$ cat src/rtl/mux_register_rr.sv
// mux_register_rr: N-channel, W-bit registered multiplexer with a valid/ready
// output stage. Each channel is picked either by an explicit select or by
// round-robin arbitration starting at a rotating pointer.
// Optional feature macro: MUXREG_PARITY_EN adds a registered even-parity output
// (parity_out) that is captured together with d_out.
module mux_register_rr #(
  parameter int  WIDTH    = 3,
  parameter int  CHANNELS = 4,
  localparam int SEL_W    = $clog2(CHANNELS)
) (
  input  logic                      clk,
  input  logic                      reset,
  input  logic                      en,
  input  logic                      mode,
  input  logic [SEL_W-1:0]          sel,
  input  logic [CHANNELS*WIDTH-1:0] d_in,
  input  logic [CHANNELS-1:0]       valid_in,
  output logic [CHANNELS-1:0]       grant_out,
  input  logic                      ready_in,
  output logic [WIDTH-1:0]          d_out,
  output logic [SEL_W-1:0]          ch_out,
`ifdef MUXREG_PARITY_EN
  output logic                      parity_out,
`endif
  output logic                      valid_out
);

  logic [WIDTH-1:0] r_d_out;
  logic [SEL_W-1:0] r_ch_out;
  logic             r_valid_out;
  logic [SEL_W-1:0] r_ptr;

  logic             w_rr_found;
  logic [SEL_W-1:0] w_rr_idx;
  logic             w_sel_ok;
  logic [SEL_W-1:0] w_g;
  logic             w_cand;
  logic             w_slot_free;
  logic             w_load;
  logic [WIDTH-1:0] w_data;
  logic [SEL_W-1:0] w_ptr_inc;

  // Round-robin search: scan ptr, ptr+1, ... cyclically; walking backwards
  // lets the channel closest to ptr overwrite any later match.
  always_comb begin
    int idx;
    w_rr_found = 1'b0;
    w_rr_idx   = '0;
    for (int k = CHANNELS - 1; k >= 0; k--) begin
      idx = int'(r_ptr) + k;
      if (idx >= CHANNELS) idx = idx - CHANNELS;
      if (valid_in[SEL_W'(idx)]) begin
        w_rr_found = 1'b1;
        w_rr_idx   = SEL_W'(idx);
      end
    end
  end

  // Explicit select is only a candidate when sel names a real, valid channel.
  assign w_sel_ok = ({1'b0, sel} < (SEL_W + 1)'(CHANNELS)) && valid_in[sel];

  assign w_g         = mode ? w_rr_idx : sel;
  assign w_cand      = mode ? w_rr_found : w_sel_ok;
  assign w_slot_free = !r_valid_out || ready_in;
  // Gating with reset keeps grant_out low while reset is held.
  assign w_load      = !reset && en && w_cand && w_slot_free;
  assign w_data      = d_in[int'(w_g)*WIDTH +: WIDTH];
  assign w_ptr_inc   = (int'(w_g) == CHANNELS - 1) ? '0 : w_g + 1'b1;

  // One-hot grant decode, only during a load cycle.
  generate
    for (genvar gi = 0; gi < CHANNELS; gi++) begin : g_grant
      assign grant_out[gi] = w_load && (int'(w_g) == gi);
    end
  endgenerate

`ifdef MUXREG_PARITY_EN
  logic r_parity;

  // Parity of the captured word, held alongside d_out.
  always_ff @(posedge clk or posedge reset) begin
    if (reset)       r_parity <= 1'b0;
    else if (w_load) r_parity <= ^w_data;
  end

  assign parity_out = r_parity;
`endif

  // Output register: load on grant, otherwise drop valid once consumed.
  // Data and channel hold after a drain; only valid falls.
  always_ff @(posedge clk or posedge reset) begin
    if (reset) begin
      r_d_out     <= '0;
      r_ch_out    <= '0;
      r_valid_out <= 1'b0;
    end else if (w_load) begin
      r_d_out     <= w_data;
      r_ch_out    <= w_g;
      r_valid_out <= 1'b1;
    end else if (ready_in) begin
      r_valid_out <= 1'b0;
    end
  end

  // Pointer advances past the granted channel only on round-robin loads.
  always_ff @(posedge clk or posedge reset) begin
    if (reset)               r_ptr <= '0;
    else if (w_load && mode) r_ptr <= w_ptr_inc;
  end

  assign d_out     = r_d_out;
  assign ch_out    = r_ch_out;
  assign valid_out = r_valid_out;

endmodule

$ cat config.mk
export PLATFORM = sky130hd
export DESIGN_NAME = mux_register_rr
export DESIGN_NICKNAME = d
export VERILOG_FILES = /design/src/rtl/mux_register_rr.sv
export SDC_FILE = /design/constraint.sdc
export NUM_CORES = 1
export LEC_CHECK = 0
export CORE_ASPECT_RATIO = 1.25
export CORE_MARGIN = 2
export CORE_UTILIZATION = 34
export DETAILED_ROUTE_END_ITERATION = 6
export PLACE_DENSITY = 0.74
export SYNTH_ARGS = -nofsm -noshare
export SYNTH_HDL_FRONTEND = slang
export SYNTH_SLANG_ARGS = --single-unit
export TNS_END_PERCENT = 50
$ cat constraint.sdc
create_clock -name clk -period 2.2 [get_ports clk]
set_clock_uncertainty 0.1 [all_clocks]
set_input_delay 0.44 -clock clk [delete_from_list [all_inputs] [get_ports clk]]
set_output_delay 0.44 -clock clk [all_outputs]
set_load 0.02 [all_outputs]
==> qor.yml, run 1 <==
outcome: "complete, but fails checks"
violations: "negative setup slack"
cts_tree: "built"
slew_viol_final: 0
powerDensity_nw_per_um2: 725
cts_made_buffers: 3
die_height_um: 51.3
fill_cells: 151
rows: 17
yosys.area.top_type: "dfrtp_1"
drc: 0
netlist_area_um2: 609
ys_top_cells_by_count: "nand2_1 (10), dfrtp_1 (8), mux2i_1 (8), nor2_1 (5)"
post_drt_wl_per_cell_um: 13.7
layout-drive-gt1-share: 0.392
die-area_um2: 2150
required_ps: 1660
start_kind: "register"
cts_buffer_depth: 2
cp_cell_sequence: "o211ai_1, nand2_1, a221oi_4, or2b_1, nor2_2, buf_6"
fin_crit_sh: 1.06
io_pins: 33
syn_nets: 93
coreArea_um2: 1720
viasPerCell: 5.21
clockRootBuffer: "clkbuf_4"
reg2reg_to: "r_ptr[1]"
crit_fanout: 3
crit_end: "grant_out[2]"
async_flop_share: 1.00
grt-ovfl-total: 0
grt_usage: 0.186
drt-total-wl_um: 1900
clk_pin_slew_ps: 60
fmax_mhz: 429
synth_top_area_frac: 0.329
dr_total_vias: 724
cts.htree.levels: 1
initial_core_util: 0.354
setup_viol: 4
rsz0062_at_grt: "yes"
syn_area_per_cell_um2: 8.70
reg2reg_depth: 9
clock-sinks: 8
synth_most_common_cell: "nand2_1"
grt_pass1_vias: 761
tightest_slew_ps: 323
cp_slowest_cell: "dfrtp_1"
comb_power_share: 0.568
syn_to_final_growth_pct: 87.9
seq_area_frac_synth: 0.329
synth-edff-count: 0
seqPwrFrac: 0.287
setup_ws_ps: -128
power_mw: 0.830
critPathKind: "register to output port"
ir_drop_uv: 445
antenna_found_initial: 0
port_buffers: 32
ctsHoldBuffers: 0
pwr-share-clk: 0.145
synth_seq_cells: 8
diodes: 0
max_cap_violations: 0
ff2ff_setup_slack_ps: 310
leakage_nw: 0.523
synth_area_leaders: "dfrtp_1 (33%), mux2i_1 (13%), nand2_1 (6.2%)"
fin_crit_ps: 2330
fin_util: 0.664
arrival_ps: 1790
hold_path_class: "primary input to async pin"
slew_headroom: 0.785
synthDistinctLibCells: 25
power_switching_mw: 0.315
finalWeightedCongestion: 0.835
rr_startpoint: "r_ptr[1]"
cp_slowest_stage_delay_ps: 430
final_area_um2: 1140
first_pass_iters: 4
hpwlAfterDp_um: 1330
yosysWarnings: 0
antenna_left: 0
p_int_mw: 0.515
synth_top_flop_cell: "dfrtp_1"
grt_max_degree: 10
hold_violations: 0
clkLatencyLatePin_ps: 270
p_sw_frac: 0.380
grt_pass1_wl_um: 3020
end_kind: "output port"
drt_iter0_markers: 16
synth_cells: 70
placed_area_um2: 1040
nNetsFinal: 145
die_w_um: 41.9
crit_start: "r_ptr[1]"
[placed cells by master, fill, tap and decap left out, types with 2 or more instances in the layout]
cell type and count:
clkdlybuf4s50_1 21, buf_4 17, nand2_1 10, mux2i_1 8, dfrtp_1 8, buf_2 4
inv_1 3, o211ai_1 3, o21ai_0 3, o221ai_1 3, clkbuf_4 3, dlygate4sd2_1 3
buf_6 3, nand2b_1 2, nor2b_2 2, nor2_1 2, nor2b_4 2, or2_2 2
or2_4 2, nor3_2 2, nor2_2 2
[critical path, delay by kind of cell, from the launching register on]
family          cells  cell delay, ps
buf+inv             1             130
simple gates        3             530
compound gates      2             430
flops               1             430
[kinds of logic after synthesis]
| logic type | count (synthesis) | synth area share |
|---|---|---|
| buffers and inverters | 5 | 0.0308 |
| multiplexers | 9 | 0.150 |
| flip-flops | 8 | 0.329 |
| AND/OR/NAND/NOR | 34 | 0.294 |
| AO/OA/AOI/OAI | 13 | 0.183 |
| XOR/XNOR | 1 | 0.0144 |
[power by group through the flow]
stage	combinational, mW	clock (mW)	sequential (mW)
3_5_place_dp	0.379	0	0.239
5_1_grt	0.505	0.125	0.243
3_3_place_gp	0.375	0	0.238
4_1_cts	0.459	0.118	0.234
6_report	0.472	0.120	0.238
2_1_floorplan	0.166	0	0.272
[metal layers]
layer / part of all wire / track usage / vias to the layer above
met5: 0 / 0 / -
met4: 0.039 / 0.129 / 0
met3: 0.070 / 0.0283 / 7
met2: 0.53 / 0.359 / 37
met1: 0.36 / 0.177 / 326
li1: - / - / 354
[final cells by class]
class / instances / area, µm² / share of cell area
clock buffer: 3 / 22.5 / 0.0197
inverter: 4 / 15.0 / 0.0131
timing repair buffer: 48 / 418 / 0.365
sequential: 8 / 200 / 0.175
multi-input combinational: 57 / 465 / 0.407
tap: 19 / 23.8 / 0.0208
[worst min path at each step]
stage | from | endpoint | slack (ps)
4_1_cts | ch_out[0] | ch_out[0] | 390
3_3_place_gp | ch_out[1] | ch_out[1] | 360
3_5_place_dp | ch_out[0] | ch_out[0] | 380
5_1_grt | reset | d_out[1] | 410
2_1_floorplan | reset | ch_out[0] | 160
6_report | reset | d_out[1] | 370
[flip-flops by register name, summed over array words and instances (netlist names)]
register	cells
d_out	3
ch_out	2
r_ptr	2
valid_out	1
[stage by stage]
stage / setup slack (ps) / TNS (ps) / instances / hold WS (ps)
floorplan: -149 / -438 / 70 / 156
finish: -128 / -364 / 139 / 370
detailed placement: -916 / -5680 / 131 / 379
CTS: -131 / -303 / 139 / 393
global route: -181 / -649 / 139 / 411
global placement: -913 / -5690 / 131 / 362
[timing repair]
item	in CTS	in global routing
pin swaps	12	9
buffers inserted	5	0
gates resized for setup	55	4
endpoints found under the setup margin	9	4
(Power assumes the default switching activity.)
==> inputs of run 2 (changes only) <==
--- a/config.mk
+++ b/config.mk
@@ -7,8 +7,7 @@
 export LEC_CHECK = 0
 export CORE_ASPECT_RATIO = 1.25
-export CORE_MARGIN = 2
-export CORE_UTILIZATION = 34
+export CORE_UTILIZATION = 35
 export DETAILED_ROUTE_END_ITERATION = 6
-export PLACE_DENSITY = 0.74
+export PLACE_DENSITY = 0.73
 export SYNTH_ARGS = -nofsm -noshare
 export SYNTH_HDL_FRONTEND = slang
==> constraint.sdc (replaced) <==
create_clock -name clk -period 2.3 [get_ports clk]
set_clock_uncertainty 0.1 [all_clocks]
set_input_delay 0.46 -clock clk [delete_from_list [all_inputs] [get_ports clk]]
set_output_delay 0.46 -clock clk [all_outputs]
set_load 0.1 [all_outputs]
==> run 2 against run 1 <==
Effect of this change:
- the flow still finishes with violations (negative setup slack)
- largest cell class unchanged
- register-to-register slack improved by 80 ps
- sequential share of layout area shrank 0.40 points
- die area shrank 11%
- wire length rose by 0.42%
- sequential cell count unchanged
- setup slack gained 42 ps
- cell count down 4.3%
- global-route usage is 3.8 points higher
- critical endpoint unchanged
==> qor.yml, run 2 (synthesis gave the netlist of run 1 again) <==
clk_pin_slew_ps: 60
clockRootBuffer: "clkbuf_4"
grt_max_degree: 12
dr_total_vias: 707
rsz0062_at_grt: "yes"
coreArea_um2: 1600
power_mw: 0.992
placed_area_um2: 1080
fin_tns_setup_ps: -283
grt_pass1_vias: 710
slew_headroom: 0.790
rows: 16
io_pins: 33
antenna_left: 0
clkLatencyLatePin_ps: 250
first_pass_iters: 4
fin_util: 0.745
fmax_mhz: 419
cp_cell_sequence: "buf_2, nor2b_4, or2_4, a221oi_4, or2b_4, nor2_4, buf_12"
grt_pass1_wl_um: 2970
comb_power_share: 0.638
crit_fanout: 5
ir_drop_uv: 611
die-area_um2: 1910
slew_viol_final: 0
max_cap_violations: 0
outcome: "complete, but fails checks"
critPathKind: "primary input to output port"
p_int_mw: 0.478
powerDensity_nw_per_um2: 831
violations: "negative setup slack"
stdcell_count: 133
hpwlAfterDp_um: 1400
final_cell_mix: "buf_4 (13), clkdlybuf4s50_1 (12), nand2_1 (10), mux2i_1 (8), dfrtp_1 (5)"
grt-ovfl-total: 0
leakage_nw: 0.564
setup_ws_ps: -86.3
grt_usage: 0.224
largest_reg_flops: 3
fin_crit_sh: 1.04
tightest_slew_ps: 314
hold_path_class: "primary input to async pin"
initial_core_util: 0.380
seqPwrFrac: 0.243
setup_viol: 4
hold_violations: 0
port_buffers: 32
arrival_ps: 1830
dp_slack_ps: -485
cts.htree.levels: 1
required_ps: 1740
cts_buffer_depth: 2
start_kind: "primary input"
layout-drive-gt1-share: 0.443
antenna_found_initial: 0
final_area_um2: 1190
post_drt_wl_per_cell_um: 14.3
cp_slowest_cell: "or2b_4"
die_height_um: 48.7
layout_commonest_cell: "buf_4"
p_sw_frac: 0.518
cts_tree: "built"
drt-total-wl_um: 1910
die_w_um: 39.3
cp_slowest_stage_delay_ps: 330
ctsHoldBuffers: 0
drt_iter0_markers: 8
power_switching_mw: 0.514
viasPerCell: 5.32
cts_made_buffers: 3
finalWeightedCongestion: 0.693
clock-sinks: 8
nNetsFinal: 139
fin_crit_ps: 2390
pwr-share-clk: 0.119
syn_to_final_growth_pct: 95.9
hold_slack_ps: 131
end_kind: "output port"
drc: 0
diodes: 0
placed_cells: 126
[run 2: cell types whose count changed in the layout (fill, tap and decap cells not counted), sizes merged]
cell / delta
clkdlybuf4s50: -9
dlymetal6s2s: +3
buf: -2
dlygate4sd2: -2
clkdlybuf4s15: +3
clkbuf: +2
[run 2: final timing paths]
| path | from | endpoint | slack (ps) | depth (start not counted) |
|---|---|---|---|---|
| setup / recovery | valid_in[0] | grant_out[2] | -90 | 7 |
| hold / removal | reset | d_out[2] | 130 | 2 |
| setup reg to reg | r_ptr[0] | d_out[1] | 390 | 7 |
| hold reg to reg | ch_out[1] | ch_out[1] | 410 | 2 |
| max in group asynchronous | reset | r_ptr[0] | 1710 | 2 |
| min in group clk | ready_in | valid_out | 400 | 3 |
[run 2: routing by layer]
layer | vias to the layer above | track usage | share of wire
met5 | - | 0 | 0
met4 | 0 | 0.0862 | 0.016
met3 | 6 | 0.0321 | 0.041
met2 | 30 | 0.400 | 0.56
met1 | 331 | 0.251 | 0.38
li1 | 340 | - | -
[run 2: layout make-up]
type | instances | area (µm²)
multi-input cells | 57 | 502
inverters | 4 | 15.0
flip-flops and latches | 8 | 204
clock buffers | 4 | 26.3
fillers | 133 | 408
well taps | 18 | 22.5
repair buffers | 42 | 424
[run 2: power by group through the flow]
| stage | combinational (mW) | sequential [mW] | clock, mW |
|---|---|---|---|
| 5_1_grt | 0.665 | 0.244 | 0.123 |
| 4_1_cts | 0.610 | 0.234 | 0.121 |
| 3_5_place_dp | 0.590 | 0.233 | 0 |
| 3_3_place_gp | 0.580 | 0.232 | 0 |
| 2_1_floorplan | 0.209 | 0.442 | 0 |
| 6_report | 0.633 | 0.241 | 0.118 |
[run 2: critical path, delay by kind of cell]
kind                   cells  cell delay, ps
AND/OR/NAND/NOR            4             790
AO/OA/AOI/OAI              1             260
buffers and inverters      2             310
[run 2: repair_timing]
action                     in CTS  in global routing
pin swaps                      10                  9
hold endpoints to repair        0                  0
setup endpoints to repair       4                  4
buffers inserted                2                  1
cloned                          0                  0
resized for setup              27                 15
==> inputs of run 3 (changes only) <==
ABC_AREA = 1   (was not set)
PLACE_DENSITY = 0.67   (was 0.73)
==> run 3 against run 2 <==
Effect of this change:
- the run still ends with negative setup slack left
- first-iteration DRC count rose to 2.5 times the previous value
- synthesized cell count up 100%
- maximum frequency down 5.4%
- clock-buffer cell count down 1
- hold slack better by 270 ps
- critical path type is now register to output port
- largest power group unchanged
==> qor.yml, run 3 <==
outcome: "complete, but fails checks"
violations: "negative setup slack"
placed_cells: 216
critPathKind: "register to output port"
tightest_slew_ps: 280
drt_iter0_markers: 20
grt_usage: 0.231
required_ps: 1740
ff2ff_setup_slack_ps: 100
yosysWarnings: 0
clk_pin_slew_ps: 50
die_w_um: 45.9
finalWeightedCongestion: 0.854
cts_made_buffers: 3
coreArea_um2: 2230
hpwlAfterDp_um: 2020
async_flop_share: 1.00
leakage_nw: 0.742
rr_startpoint: "r_ptr[0]"
hold_path_class: "register to register"
setup_viol: 4
powerDensity_nw_per_um2: 1200
fin_crit_sh: 1.10
grt_pass1_wl_um: 4570
stdcell_count: 227
synthDistinctLibCells: 19
hold_violations: 0
synth_top_flop_cell: "dfrtp_1"
max_cap_violations: 0
post_drt_wl_per_cell_um: 11.7
rsz0062_at_grt: "yes"
synth_seq_cells: 8
slew_viol_final: 0
start_kind: "register"
first_pass_iters: 4
end_kind: "output port"
nNetsFinal: 221
syn_to_final_growth_pct: 77.9
reg2reg_depth: 16
fin_crit_ps: 2520
rows: 19
netlist_area_um2: 845
arrival_ps: 1960
regArea_um2: 201
ctsHoldBuffers: 0
placed_area_um2: 1340
final_cell_mix: "nand2_1 (31), buf_4 (26), nand2_2 (20), nor2_1 (19), clkdlybuf4s50_1 (15)"
drt-total-wl_um: 2660
worstHoldEndpoint: "ch_out[1]"
crit_fanout: 8
initial_core_util: 0.378
cts_tree: "built"
clockRootBuffer: "clkbuf_4"
fill_cells: 209
dr_total_vias: 1117
die_height_um: 56.9
setup_ws_ps: -224
drc: 0
dp_slack_ps: -473
slew_headroom: 0.815
min_path_cells: 2
antenna_found_initial: 0
largest_reg_flops: 3
viasPerCell: 4.92
cts.htree.levels: 1
synth_top_area_frac: 0.237
antenna_left: 0
layout-drive-gt1-share: 0.429
clkLatencyLatePin_ps: 250
grt_pass1_vias: 1096
fin_tns_setup_ps: -793
final_area_um2: 1500
fmax_mhz: 396
layout_commonest_cell: "nand2_1"
syn_nets: 165
syn_area_per_cell_um2: 5.95
seq_area_frac_synth: 0.237
grt-ovfl-total: 0
io_pins: 33
diodes: 0
grt_max_degree: 11
ys_top_cells_by_count: "nand2_1 (42), nor2_1 (22), nand3_1 (14), inv_1 (13), nand2_2 (12)"
min-delay-start: "ch_out[1]"
multi_input_area_um2: 647
cts_buffer_depth: 2
yosys.area.top_type: "dfrtp_1"
synth_area_leaders: "dfrtp_1 (24%), nand2_1 (19%), nor2_1 (9.8%)"
synth_cells: 142
reg2reg_to: "d_out[0]"
die-area_um2: 2610
port_buffers: 32
synth_most_common_cell: "nand2_1"
clock-sinks: 8
ir_drop_uv: 1200
synth-edff-count: 0
## run 3: cell types whose count changed in the layout (fill, tap and decap cells not counted), moves of 4 or more
cell | before | now
nand2_1 | 10 | 31
inv_1 | 3 | 10
nor2_1 | 2 | 19
nor2b_4 | 4 | 0
inv_2 | 1 | 6
a21oi_2 | 0 | 4
dlygate4sd2_1 | 1 | 7
mux2i_1 | 8 | 0
buf_4 | 13 | 26
nand3_1 | 1 | 10
nand2_2 | 0 | 20
nand3_2 | 0 | 6
## run 3: worst max-delay path by stage
stage                        end  cells after the start   startpoint
finish              grant_out[2]                     11     r_ptr[0]
global route        grant_out[3]                     14     r_ptr[0]
CTS                 grant_out[1]                     13     r_ptr[0]
detailed placement  grant_out[2]                     12  valid_in[1]
global placement    grant_out[0]                     14  valid_in[1]
floorplan           grant_out[2]                     15     r_ptr[0]
## run 3: per-layer routing
layer / global-route usage / up-vias / part of all wire
met4: 0.0210 / 0 / 0.0045
li1: - / 561 / -
met5: 0 / - / 0
met2: 0.423 / 39 / 0.55
met3: 0.0386 / 2 / 0.047
met1: 0.281 / 515 / 0.40
## run 3: kinds of logic after synthesis
logic type             synth area share
and+or+nand+nor                   0.541
buffers and inverters             0.126
AOI/OAI and AO/OA                0.0963
DFF                               0.237
## run 3: layout make-up
type | count | area share
inverter | 18 | 0.0483
clock buffer | 3 | 0.0150
sequential | 8 | 0.134
timing repair buffer | 55 | 0.346
tap | 31 | 0.0258
multi-input combinational | 112 | 0.430
## run 3: power by group
| part | internal, mW | switching, mW |
|---|---|---|
| combinational | 0.498 | 0.945 |
| sequential | 0.199 | 0.0503 |
| clock | 0.0595 | 0.0450 |
## run 3: worst max-delay path: stages, from the launching register on
cell	delay, ps
dfrtp_1	410
buf_6	160
nand2_2	110
nand3_4	110
nand3_2	100
nand3_2	70
nand2_1	60
nand2_1	60
nand2_2	120
nand2_4	90
nor3_4	210
buf_12	200
## run 3: what timing repair did
item / in CTS / in global routing
setup buffers: 7 / 1
pin swaps: 21 / 4
endpoints found under the setup margin: 4 / 4
gates resized for setup: 30 / 4
## run 3: per-stage QoR
step | total power, mW | utilization | hold slack, ps
after floorplan | 1.19 | - | 184
after CTS | 1.74 | 0.661 | 412
after detailed placement | 1.47 | 0.601 | 399
after global routing | 1.92 | 0.672 | 434
after global placement | 1.45 | 0.601 | 382
final | 1.80 | 0.672 | 404
